$ cat config.mk
export PLATFORM = sky130hd
export DESIGN_NAME = dds_pulse_sequencer
export DESIGN_NICKNAME = d
export VERILOG_FILES = /design/src/rtl/dds_pulse_sequencer.sv
export SDC_FILE = /design/constraint.sdc
export NUM_CORES = 1
export LEC_CHECK = 0
export ABC_AREA = 1
export BUFFER_PORTS_ARGS = -buffer_cell sky130_fd_sc_hd__clkbuf_2
export CORE_ASPECT_RATIO = 0.75
export CORE_MARGIN = 10
export CORE_UTILIZATION = 60
export CTS_BUF_LIST = sky130_fd_sc_hd__clkbuf_8
export DETAILED_ROUTE_END_ITERATION = 8
export PLACE_DENSITY = 0.8
export SYNTH_ARGS = -nofsm -noshare
export SYNTH_HDL_FRONTEND = slang
export SYNTH_SLANG_ARGS = --single-unit
$ cat constraint.sdc
create_clock -name clk -period 13.79 [get_ports clk]
set_clock_uncertainty 0.05 [all_clocks]
set_input_delay 2.758 -clock clk [delete_from_list [all_inputs] [get_ports clk]]
set_output_delay 2.758 -clock clk [all_outputs]
set_load 0.02 [all_outputs]
$ cat src/rtl/dds_pulse_sequencer.sv
// AD9914 strobe sequencer: runs a burst of PRIs from latched config, emitting registered update/pre-trig/trig/osk strobes.
// Optional CONT_MODE_EN: burst_count==0 runs continuously until stop.
module dds_pulse_sequencer #(
  parameter int STROBE_W = 4,
  parameter int MIN_LEAD = 24,
  parameter int CNT_W    = 32
) (
  input  logic             clk,
  input  logic             rst,
  input  logic             start,
  input  logic             stop,
  input  logic [CNT_W-1:0] prt_period,
  input  logic [CNT_W-1:0] pulse_width,
  input  logic [15:0]      pre_lead,
  input  logic [15:0]      burst_count,
  input  logic             ct_en,
  output logic             ad9914_update_1,
  output logic             ad9914_update_2,
  output logic             ad9914_pre_trig_1,
  output logic             ad9914_trig_1,
  output logic             ad9914_osk_2_temp,
  output logic             busy,
  output logic             done,
  output logic             cfg_err,
  output logic [15:0]      pri_idx
);
  localparam int CW1 = CNT_W + 1;

  typedef enum logic [1:0] {S_IDLE, S_RUN, S_FINISH} state_e;

  // Assertion is immediate; release is aligned to clk through two flops.
  logic [1:0] rst_sync_q;
  logic       rst_n_int;
  always_ff @(posedge clk or negedge rst) begin
    if (!rst) rst_sync_q <= 2'b00;
    else      rst_sync_q <= {rst_sync_q[0], 1'b1};
  end
  assign rst_n_int = rst_sync_q[1];

  state_e             state_q, state_d;
  logic [CNT_W-1:0]   pri_cnt_q, pri_cnt_d;
  logic [15:0]        pri_idx_q, pri_idx_d;
  logic [CNT_W-1:0]   prt_q, prt_d, pw_q, pw_d;
  logic [15:0]        pl_q, pl_d, bc_q, bc_d;
  logic               ct_q, ct_d;
  logic               upd1_q, upd1_d, upd2_q, upd2_d, pre_q, pre_d;
  logic               trig_q, trig_d, osk_q, osk_d;
  logic               busy_q, busy_d, done_q, done_d, err_q, err_d;

  logic [CNT_W:0]     need_w;
  logic               bc_ok, cfg_ok, last_pri, run_d, head_d;
  logic [CNT_W:0]     cnt_x, lo_x, hi_x;

  always_comb begin
    need_w = {1'b0, pulse_width} + CW1'(pre_lead) + CW1'(2);
`ifdef CONT_MODE_EN
    bc_ok    = 1'b1;
    last_pri = (bc_q != 16'd0) && (pri_idx_q == bc_q - 16'd1);
`else
    bc_ok    = (burst_count != 16'd0);
    last_pri = (pri_idx_q == bc_q - 16'd1);
`endif
    cfg_ok = bc_ok && (pulse_width != '0) && (pre_lead >= 16'(MIN_LEAD)) &&
             ({1'b0, prt_period} >= need_w);
  end

  always_comb begin
    state_d   = state_q;
    pri_cnt_d = pri_cnt_q;
    pri_idx_d = pri_idx_q;
    prt_d     = prt_q;
    pw_d      = pw_q;
    pl_d      = pl_q;
    bc_d      = bc_q;
    ct_d      = ct_q;
    err_d     = 1'b0;
    case (state_q)
      S_IDLE: begin
        if (start) begin
          if (cfg_ok) begin
            state_d   = S_RUN;
            pri_cnt_d = '0;
            pri_idx_d = 16'd0;
            prt_d     = prt_period;
            pw_d      = pulse_width;
            pl_d      = pre_lead;
            bc_d      = burst_count;
            ct_d      = ct_en;
          end else begin
            err_d = 1'b1;
          end
        end
      end
      S_RUN: begin
        if (stop) begin
          state_d = S_IDLE;
        end else if (pri_cnt_q == prt_q - CNT_W'(1)) begin
          if (last_pri) begin
            state_d = S_FINISH;
          end else begin
            pri_cnt_d = '0;
            // Wrap skips 0 so update_1 fires only on the very first PRI.
            pri_idx_d = (pri_idx_q == 16'hFFFF) ? 16'd1 : pri_idx_q + 16'd1;
          end
        end else begin
          pri_cnt_d = pri_cnt_q + CNT_W'(1);
        end
      end
      S_FINISH: state_d = S_IDLE;
      default:  state_d = S_IDLE;
    endcase
  end

  // Strobes are decoded from next-state values so the flopped outputs line up with pri_cnt_q.
  always_comb begin
    run_d  = (state_d == S_RUN);
    head_d = (pri_cnt_d < CNT_W'(STROBE_W));
    cnt_x  = {1'b0, pri_cnt_d};
    lo_x   = CW1'(pl_d);
    hi_x   = lo_x + {1'b0, pw_d};
    upd1_d = run_d && head_d && (pri_idx_d == 16'd0);
    upd2_d = upd1_d && ct_d;
    pre_d  = run_d && head_d && (pri_idx_d != 16'd0);
    trig_d = run_d && (cnt_x >= lo_x) && (cnt_x < hi_x);
    osk_d  = trig_d && ct_d;
    busy_d = (state_d != S_IDLE);
    done_d = (state_d == S_FINISH);
  end

  always_ff @(posedge clk or negedge rst_n_int) begin
    if (!rst_n_int) begin
      state_q   <= S_IDLE;
      pri_cnt_q <= '0;
      pri_idx_q <= '0;
      prt_q     <= '0;
      pw_q      <= '0;
      pl_q      <= '0;
      bc_q      <= '0;
      ct_q      <= 1'b0;
      upd1_q    <= 1'b0;
      upd2_q    <= 1'b0;
      pre_q     <= 1'b0;
      trig_q    <= 1'b0;
      osk_q     <= 1'b0;
      busy_q    <= 1'b0;
      done_q    <= 1'b0;
      err_q     <= 1'b0;
    end else begin
      state_q   <= state_d;
      pri_cnt_q <= pri_cnt_d;
      pri_idx_q <= pri_idx_d;
      prt_q     <= prt_d;
      pw_q      <= pw_d;
      pl_q      <= pl_d;
      bc_q      <= bc_d;
      ct_q      <= ct_d;
      upd1_q    <= upd1_d;
      upd2_q    <= upd2_d;
      pre_q     <= pre_d;
      trig_q    <= trig_d;
      osk_q     <= osk_d;
      busy_q    <= busy_d;
      done_q    <= done_d;
      err_q     <= err_d;
    end
  end

  assign ad9914_update_1   = upd1_q;
  assign ad9914_update_2   = upd2_q;
  assign ad9914_pre_trig_1 = pre_q;
  assign ad9914_trig_1     = trig_q;
  assign ad9914_osk_2_temp = osk_q;
  assign busy              = busy_q;
  assign done              = done_q;
  assign cfg_err           = err_q;
  assign pri_idx           = pri_idx_q;
endmodule

After elaboration in Yosys (flattened, before gate mapping)
Index checks and enable logic that the tools add are counted.
- bits in registers: 157
- equal/unequal tests: 6
- multiplexer cells: 31
- add/sub/neg operators: 7
- reduce and logical (&&, ||, !) cells: 17
- magnitude comparators: 5
- operators by type and width (cell ; number):
    32-bit 2-to-1 mux ; 8
    16-bit 2-to-1 mux ; 9
    32-bit one-hot mux with 2 select lines ; 1
    16-bit by 32-bit adder with 33-bit output ; 1
    32-bit by 16-bit adder with 33-bit output ; 1
    33-bit by 2-bit adder with 33-bit output (second input constant) ; 1
    32-bit by 33-bit >= comparator with 1-bit output ; 1
    32-bit by 33-bit < comparator with 1-bit output ; 1
    32-bit by 1-bit adder with 32-bit output (second input constant) ; 1
    32-bit == test ; 1
    32-bit by 16-bit >= comparator with 1-bit output ; 1
    32-bit by 3-bit < comparator with 1-bit output (second input constant) ; 1
    16-bit one-hot mux with 2 select lines ; 1
    16-bit nonzero test ; 2
    32-bit nonzero test ; 1
    32-bit by 1-bit subtractor with 32-bit output (second input constant) ; 1
    16-bit by 1-bit adder with 16-bit output (second input constant) ; 1
    16-bit == test ; 1
    16-bit == test (second input constant) ; 1
    16-bit by 5-bit >= comparator with 1-bit output (second input constant) ; 1
    16-bit logical NOT ; 1
    16-bit by 1-bit subtractor with 16-bit output (second input constant) ; 1
    1-bit logical AND ; 10
    2-bit 2-to-1 mux ; 5
    7 further kinds ; 13

Depth between registers and ports, before layout
Gate-level depths: netlist (run 1).
- word-level depth: 11
- depth in mapped cells: 68

Worst setup path before layout (run 1)
OpenSTA, ideal clock, no wires.
- path kind: input -> register
- start: in pulse_width[1]
- end: reg osk_q (netlist: ad9914_osk_2_temp)
- library setup time: 0.133 ns
- stages: 63
- data arrival time: 10.567 ns
- slack: 3.040 ns
- cells stage by stage: inv_1 > ha_1 > inv_1 > ha_1 > fa_1 > nand2_1 > and3_1 > o21ai_1 > a21oi_1 > o21ai_1 > nand2_1 > nand2_1 > a21oi_1 > o21ai_1 > a21boi_0 > nor2_1 > nand3_1 > nor2_2 > [27 not listed] > o21ai_0 > a21boi_0 > o21ai_1 > a21boi_0 > o21ai_1 > a21oi_1 > nor2_1 > nand4_1 > xor2_1 > ha_1 > nand4_1 > o221a_2 > nand2_1 > nand2_1 > nand2_1 > nand2_1 > nand3_1 > nor2_1
- cells in the longest elaborated chain, start to end: 11
- elaborated cells between the ends (all ways): 29
- classes of those cells: 3 x add/sub; 3 x order compare; 1 x eq/ne; 15 x mux; 7 x reduce/logical
- ends and longest elaborated chain (item ; RTL line ; source):
    start: declaration ; 13 ; input logic [CNT_W-1:0] pulse_width,
    32-bit by 16-bit adder with 33-bit output / 32-bit nonzero test (equally long branches) ; 55, 63 ;
    33-bit by 2-bit adder with 33-bit output / 1-bit logical AND (equally long branches) ; 55, 63 ;
    32-bit by 33-bit >= comparator with 1-bit output / 1-bit logical AND (equally long branches) ; 64, 63 ;
    1-bit logical AND (*) ; 63 ; cfg_ok = bc_ok && (pulse_width != '0) && (pre_lead >= 16'(MIN_LEAD)) &&
    16-bit 2-to-1 mux (*) ; 80 ; if (cfg_ok) begin
    16-bit 2-to-1 mux (*) ; 79 ; if (start) begin
    16-bit 2-to-1 mux (*) ; 77 ; case (state_q)
    via pl_d[1] ; 44 ; logic [15:0] pl_q, pl_d, bc_q, bc_d;
    16-bit by 32-bit adder with 33-bit output / 32-bit by 16-bit >= comparator with 1-bit output (equally long branches) ; 120, 124 ;
    32-bit by 33-bit < comparator with 1-bit output / 1-bit logical AND (equally long branches) ; 124 ; trig_d = run_d && (cnt_x >= lo_x) && (cnt_x < hi_x);
    1-bit logical AND (*) ; 124 ;
    1-bit logical AND (*) ; 125 ; osk_d = trig_d && ct_d;
    via osk_d ; 47 ; logic trig_q, trig_d, osk_q, osk_d;
    end signal: assignment ; 161 ; osk_q <= osk_d;
    end: declaration ; 47 ;
Mark *: on every way through the listed nets, which the timed path passes. The rest lies on a longest branch.
A chain may end at the register's enable or synchronous reset.

Final worst setup path (run 1)
- start: in pulse_width[3]
- end: reg osk_q (netlist: ad9914_osk_2_temp)
The elaborated chain is that of the path after synthesis.

==> out/metrics.yaml, run 1 <==
status: "complete, but fails checks"
violations: "design-rule violations"
ctsHoldBuffers: 0
synth_seq_area_share: 0.255
num_vias: 16000
rsz0062_at_grt: "false"
io_pins: 125
fmax_ghz: 0.0809
wl_per_cell_microns: 18.1
drtIter0Drc: 1672
coreArea_sq_um: 25100
async_reset_ff_frac: 1.00
hold_ws_ns: 0.260
cts.htree.levels: 4
n_antenna_cell: 0
worst_slew_pin_slew_ns: 1.09
drt.antenna.violating_nets: 0
viasPerCell: 5.70
grt_max_degree: 82
grt_pass1_vias: 14700
layout_setup_ws_ns: 1.43
syn_nets: 2605
synthCells: 2371
cts_setup_buffers: 0
slew_viol_final: 0
dp_hpwl_microns: 41200
slew_headroom: 0.265
initial_core_util: 0.613
critical_path_class: "input pin to flop"
fin_area_sq_um: 16600
grt_use_total: 0.312
synth_enable_flop_cells: 0
max_stage_delay_ns: 0.58
ys_seq_elements: 157
fin_crit_sh: 0.896
placed_cell_area_sq_um: 16200
pre_cts_ws_ns: 1.23
vdd_ir_drop_max_v: 0.0000931
cts_resized: 0
gp_congestion: 0.992
port_buffers: 124
final_common_cell: "nand2_1"
antenna_found_initial: 1
hold_path.class: "flop to asynchronous set/reset pin"
crit_path_max_fanout: 39
cts_buffers: 17
path_common_cell: "nand2_1"
dr.pass1.iters: 9
placement_rows: 50
setup_tns_ns: 0
netlist_area_sq_um: 15400
arrival_ns: 12.65
power.density_nw_per_um2: 159
crit_slowest_cell: "clkinv_2"
clkSlewWorstSetupHoldPaths_ns: 0.11
start_kind: "input pin"
die_x_microns: 205
layout_common_cells: "nand2_1 (755), inv_1 (297), nor2_1 (199)"
timing_hold_violations_final: 0
die_h_microns: 159
crit_required_ns: 14.08
areaGrowthSynthToFinish_pct: 7.78
p_leak_nw: 8.85
cts_tree: "yes"
cts_root_buf: "clkbuf_8"
synth.distinct_cells: 55
avgSynthCellArea_sq_um: 6.49
wirelength_microns: 51000
drc: 2
drive_above_1_share: 0.0914
synth_flop_cell: "dfrtp_1"
ys_warn_count: 0
cts_sinks: 157
worstSkewPairLatency_ns: 0.51
min_period_ns: 12.36
end_kind: "flop"
grt_pass1_wl_microns: 80000
max-cap-violations: 0
setup_viol: 0
nNetsFinal: 2693
cts_buffer_depth: 2
grt_overflow_total: 0
dieArea_sq_um: 32500
==> critical path: cells and delay by family <==
family	cells	cell delay (ns)
adders and majority gates	5	1.62
AOI/OAI and AO/OA	17	3.37
xor gates and xnor gates	2	0.39
and+or+nand+nor	31	3.68
buffers and inverters	3	0.80
==> flip-flops by register name (all words and copies together), names as in the netlist, 2 cells and up <==
signal,cells
bc_q,16
pl_q,16
pri_cnt_q,32
pri_idx,16
prt_q,32
pw_q,32
rst_sync_q,2
state_q,2
==> final timing paths <==
check | start | to | slack (ns) | cells past startpoint
setup / recovery | pulse_width[3] | ad9914_osk_2_temp | 1.43 | 58
hold / removal | rst_sync_q[1] | pw_q[1] | 0.26 | 0
setup reg to reg | state_q[1] | ad9914_osk_2_temp | 6.55 | 30
hold reg to reg | rst_sync_q[1] | pw_q[1] | 0.26 | 0
max in group asynchronous | rst | rst_sync_q[1] | 11.62 | 1
min in group clk | rst_sync_q[0] | rst_sync_q[1] | 0.32 | 0
==> logic make-up (layout without fill, tap and decap cells) <==
logic type	after synthesis	after routing	share of synthesized area
AOI/OAI and AO/OA	282	282	0.0998
and+or+nand+nor	1281	1281	0.356
buffers and inverters	372	473	0.0967
other	1	1	0.000244
xor gates and xnor gates	145	145	0.0825
DFF	157	157	0.255
adders and majority gates	133	133	0.109
==> routing by layer <==
layer  global-route usage  up-vias  wire length (microns)
met5                    0        -                     13
met4               0.0768        2                    949
met3               0.0745       74                   5840
met2                0.437      773                  20500
met1                0.468     7356                  23700
li1                     -     7814                      -
==> where the power goes <==
part | internal (mW) | switching (mW) | total [mW]
Combinational | 0.532 | 0.978 | 1.51
Sequential | 0.582 | 0.179 | 0.761
Clock | 0.137 | 0.225 | 0.362
==> cells in the mapped netlist, drive strengths merged (2+ instances only) <==
library cell,count,area share
or2,12,0.0049
a21o,9,0.0044
o21ai,153,0.050
nor2,221,0.059
ha,131,0.11
and2,2,0.00081
nor4,24,0.0098
o21bai,6,0.0029
inv,305,0.074
nand3b,6,0.0029
buf,33,0.013
a21boi,7,0.0034
nand3,133,0.046
clkinv,4,0.0013
nor3,62,0.021
xor2,106,0.060
nor3b,3,0.0015
nand4,55,0.022
a211oi,4,0.0020
o21a,2,0.00098
a31oi,3,0.0012
fa,2,0.0026
a21oi,87,0.029
o211ai,6,0.0036
clkbuf,30,0.0076
dfrtp,157,0.26
xnor2,39,0.022
nand2,762,0.19
==> metrics by stage <==
step | instances | utilization | power [mW]
floorplan | 2371 | - | 1.80
global placement | 2778 | 0.645 | 2.17
detailed placement | 2778 | 0.645 | 2.22
CTS | 2810 | 0.661 | 2.59
global route | 2810 | 0.661 | 2.86
finish | 2810 | 0.661 | 2.63
==> area by class of cell <==
| type | instances | area (sq um) |
|---|---|---|
| clock buffer | 17 | 234 |
| clock inverter | 15 | 170 |
| fill | 2320 | 8500 |
| inverter | 309 | 1170 |
| multi-input combinational | 1842 | 9980 |
| sequential | 157 | 3930 |
| tap | 338 | 423 |
| timing repair buffer | 132 | 681 |
(Power assumes the default switching activity.)
==> run 2, diff against run 1 <==
--- a/config.mk
+++ b/config.mk
@@ -7,7 +7,7 @@
 export LEC_CHECK = 0
 export ABC_AREA = 1
 export BUFFER_PORTS_ARGS = -buffer_cell sky130_fd_sc_hd__clkbuf_2
-export CORE_ASPECT_RATIO = 0.75
+export CORE_ASPECT_RATIO = 0.9
 export CORE_MARGIN = 10
 export CORE_UTILIZATION = 60
 export CTS_BUF_LIST = sky130_fd_sc_hd__clkbuf_8
==> run 2 against run 1 <==
The flow now finishes without violations. Sequential power decreased by 2%. Core utilization decreased by 0.054 points. Critical path depth rose by 2. Die area down 0.18%. Register-to-register slack improved by 0.46 ns. Clock power rose by 11%. Critical path type unchanged. Cell area increased by 0.32%. Global-route usage about the same. Largest cell class unchanged. Via count fell by 0.43%.
==> out/metrics.yaml, run 2 (same netlist as run 1, synthesis figures left out) <==
slew_headroom: 0.287  # was 0.265
min_period_ns: 11.91  # was 12.36 ns
rsz0062_at_grt: "false"  # unchanged
areaGrowthSynthToFinish_pct: 8.12  # was 7.78%
vdd_ir_drop_max_v: 0.0000788  # was 0.0000931 V
placement_rows: 55  # was 50
cts_tree: "yes"  # unchanged
p_leak_nw: 8.88  # was 8.85 nW
setup_viol: 0  # unchanged
cts_resized: 0  # unchanged
path_common_cell: "nand2_1"  # unchanged
timing_hold_violations_final: 0  # unchanged
setup_tns_ns: 0  # unchanged
status: "finished clean"  # was complete, but fails checks
grt_pass1_vias: 15000  # was 14,700
fin_crit_sh: 0.863  # was 0.896
critical_path_class: "input pin to flop"  # unchanged
seqCellArea_sq_um: 3930  # unchanged
fin_area_sq_um: 16600  # about the same
gp_congestion: 1.02  # was 0.992
multi_input_area_sq_um: 9980  # about the same
viasPerCell: 5.67  # was 5.70
ctsHoldBuffers: 0  # unchanged
max_stage_delay_ns: 0.53  # was 0.58 ns
r2r-start: "state_q[1]"  # unchanged
wirelength_microns: 51200  # was 51,000 microns
fmax_ghz: 0.0840  # was 0.0809 GHz
antenna_found_initial: 0  # was 1
power.density_nw_per_um2: 161  # was 159 nW/um^2
drt.antenna.violating_nets: 0  # unchanged
cts_setup_buffers: 0  # unchanged
num_vias: 16000  # about the same
arrival_ns: 12.27  # was 12.65 ns
cts_buffers: 17  # unchanged
crit_path_max_fanout: 64  # was 39
grt_pass1_wl_microns: 80900  # was 80,000 microns
wl_per_cell_microns: 18.2  # was 18.1 microns
n_antenna_cell: 0  # unchanged
end_kind: "flop"  # unchanged
grt_overflow_total: 0  # unchanged
cts_root_buf: "clkbuf_8"  # unchanged
layout_common_cells: "nand2_1 (755), inv_1 (299), nor2_1 (199)"  # was nand2_1 (755), inv_1 (297), nor2_1 (199)
dp_hpwl_microns: 41000  # was 41,200 microns
dieArea_sq_um: 32500  # about the same
cts_sinks: 157  # unchanged
clkSlewWorstSetupHoldPaths_ns: 0.09  # was 0.11 ns
rr_worst_depth: 31  # was 30
nNetsFinal: 2694  # was 2,693
drtIter0Drc: 1681  # was 1,672
die_x_microns: 189  # was 205 microns
hold_path.class: "flop to asynchronous set/reset pin"  # unchanged
max-cap-violations: 0  # unchanged
die_h_microns: 172  # was 159 microns
r2r_slack_ns: 7.01  # was 6.55 ns
slew_viol_final: 0  # unchanged
drive_above_1_share: 0.0902  # was 0.0914
dr.pass1.iters: 6  # was 9
placed_cell_area_sq_um: 16200  # about the same
worstSkewPairLatency_ns: 0.50  # was 0.51 ns
crit_slowest_cell: "buf_4"  # was clkinv_2
drc: 0  # was 2
n_fill_cell: 2347  # was 2,320
cts.htree.levels: 4  # unchanged
crit_required_ns: 14.15  # was 14.08 ns
top_regs: "pri_cnt_q: 32 flops, prt_q: 32 flops, pw_q: 32 flops"  # unchanged
initial_core_util: 0.611  # was 0.613
coreArea_sq_um: 25200  # was 25,100 sq um
rr_endpoint: "ad9914_osk_2_temp"  # unchanged
port_buffers: 124  # unchanged
start_kind: "input pin"  # unchanged
io_pins: 125  # unchanged
final_common_cell: "nand2_1"  # unchanged
worst_slew_pin_slew_ns: 1.06  # was 1.09 ns
grt_use_total: 0.312  # about the same
cts_buffer_depth: 2  # unchanged
grt_max_degree: 79  # was 82
-- run 2: per-layer routing --
metal / part of all wire / routed length [microns] / track usage
met1: 0.46 / 23300 / 0.435
met2: 0.43 / 22200 / 0.485
met3: 0.087 / 4460 / 0.0594
met4: 0.022 / 1130 / 0.0855
met5: 0 / 0 / 0
-- run 2: layout make-up --
cell class | instances | share of cell area
well taps | 342 | 0.0257
repair buffers | 133 | 0.0414
inverters | 309 | 0.0701
flip-flops and latches | 157 | 0.236
multi-input cells | 1842 | 0.600
clock inverters | 13 | 0.0122
clock buffers | 17 | 0.0141
-- run 2: worst max-delay path by stage --
stage | from | endpoint | slack, ns | cells after the start
3_3_place_gp | pulse_width[4] | ad9914_osk_2_temp | 1.79 | 60
6_report | pulse_width[4] | ad9914_osk_2_temp | 1.88 | 60
3_5_place_dp | pulse_width[4] | ad9914_osk_2_temp | 1.46 | 60
4_1_cts | pulse_width[4] | ad9914_osk_2_temp | 1.95 | 60
5_1_grt | pulse_width[4] | ad9914_osk_2_temp | 0.80 | 59
2_1_floorplan | pulse_width[1] | ad9914_osk_2_temp | 3.04 | 63
-- run 2: worst max-delay path, delay by kind of cell --
kind | cells | cell delay, ns
AOI/OAI and AO/OA | 17 | 3.43
and+or+nand+nor | 33 | 3.37
adders and majority gates | 5 | 1.50
buffers and inverters | 3 | 0.90
xor gates and xnor gates | 2 | 0.25
-- run 2: power breakdown --
group	total, mW	internal (mW)	leakage (nW)	switching, mW
clock network	0.401	0.212	0.216	0.189
logic	1.53	0.531	6.73	0.995
registers	0.748	0.583	1.93	0.166
-- run 2: through the flow --
| stage | std cells | worst slack (ns) | hold WS [ns] | total power, mW | utilization |
|---|---|---|---|---|---|
| CTS | 2813 | 1.95 | 0.132 | 2.64 | 0.660 |
| global placement | 2783 | 1.79 | 0.118 | 2.19 | 0.643 |
| detailed placement | 2783 | 1.46 | 0.123 | 2.24 | 0.643 |
| finish | 2813 | 1.88 | 0.131 | 2.68 | 0.660 |
| global route | 2813 | 0.805 | 0.144 | 2.90 | 0.660 |
| floorplan | 2371 | 3.04 | 0.281 | 1.80 | - |
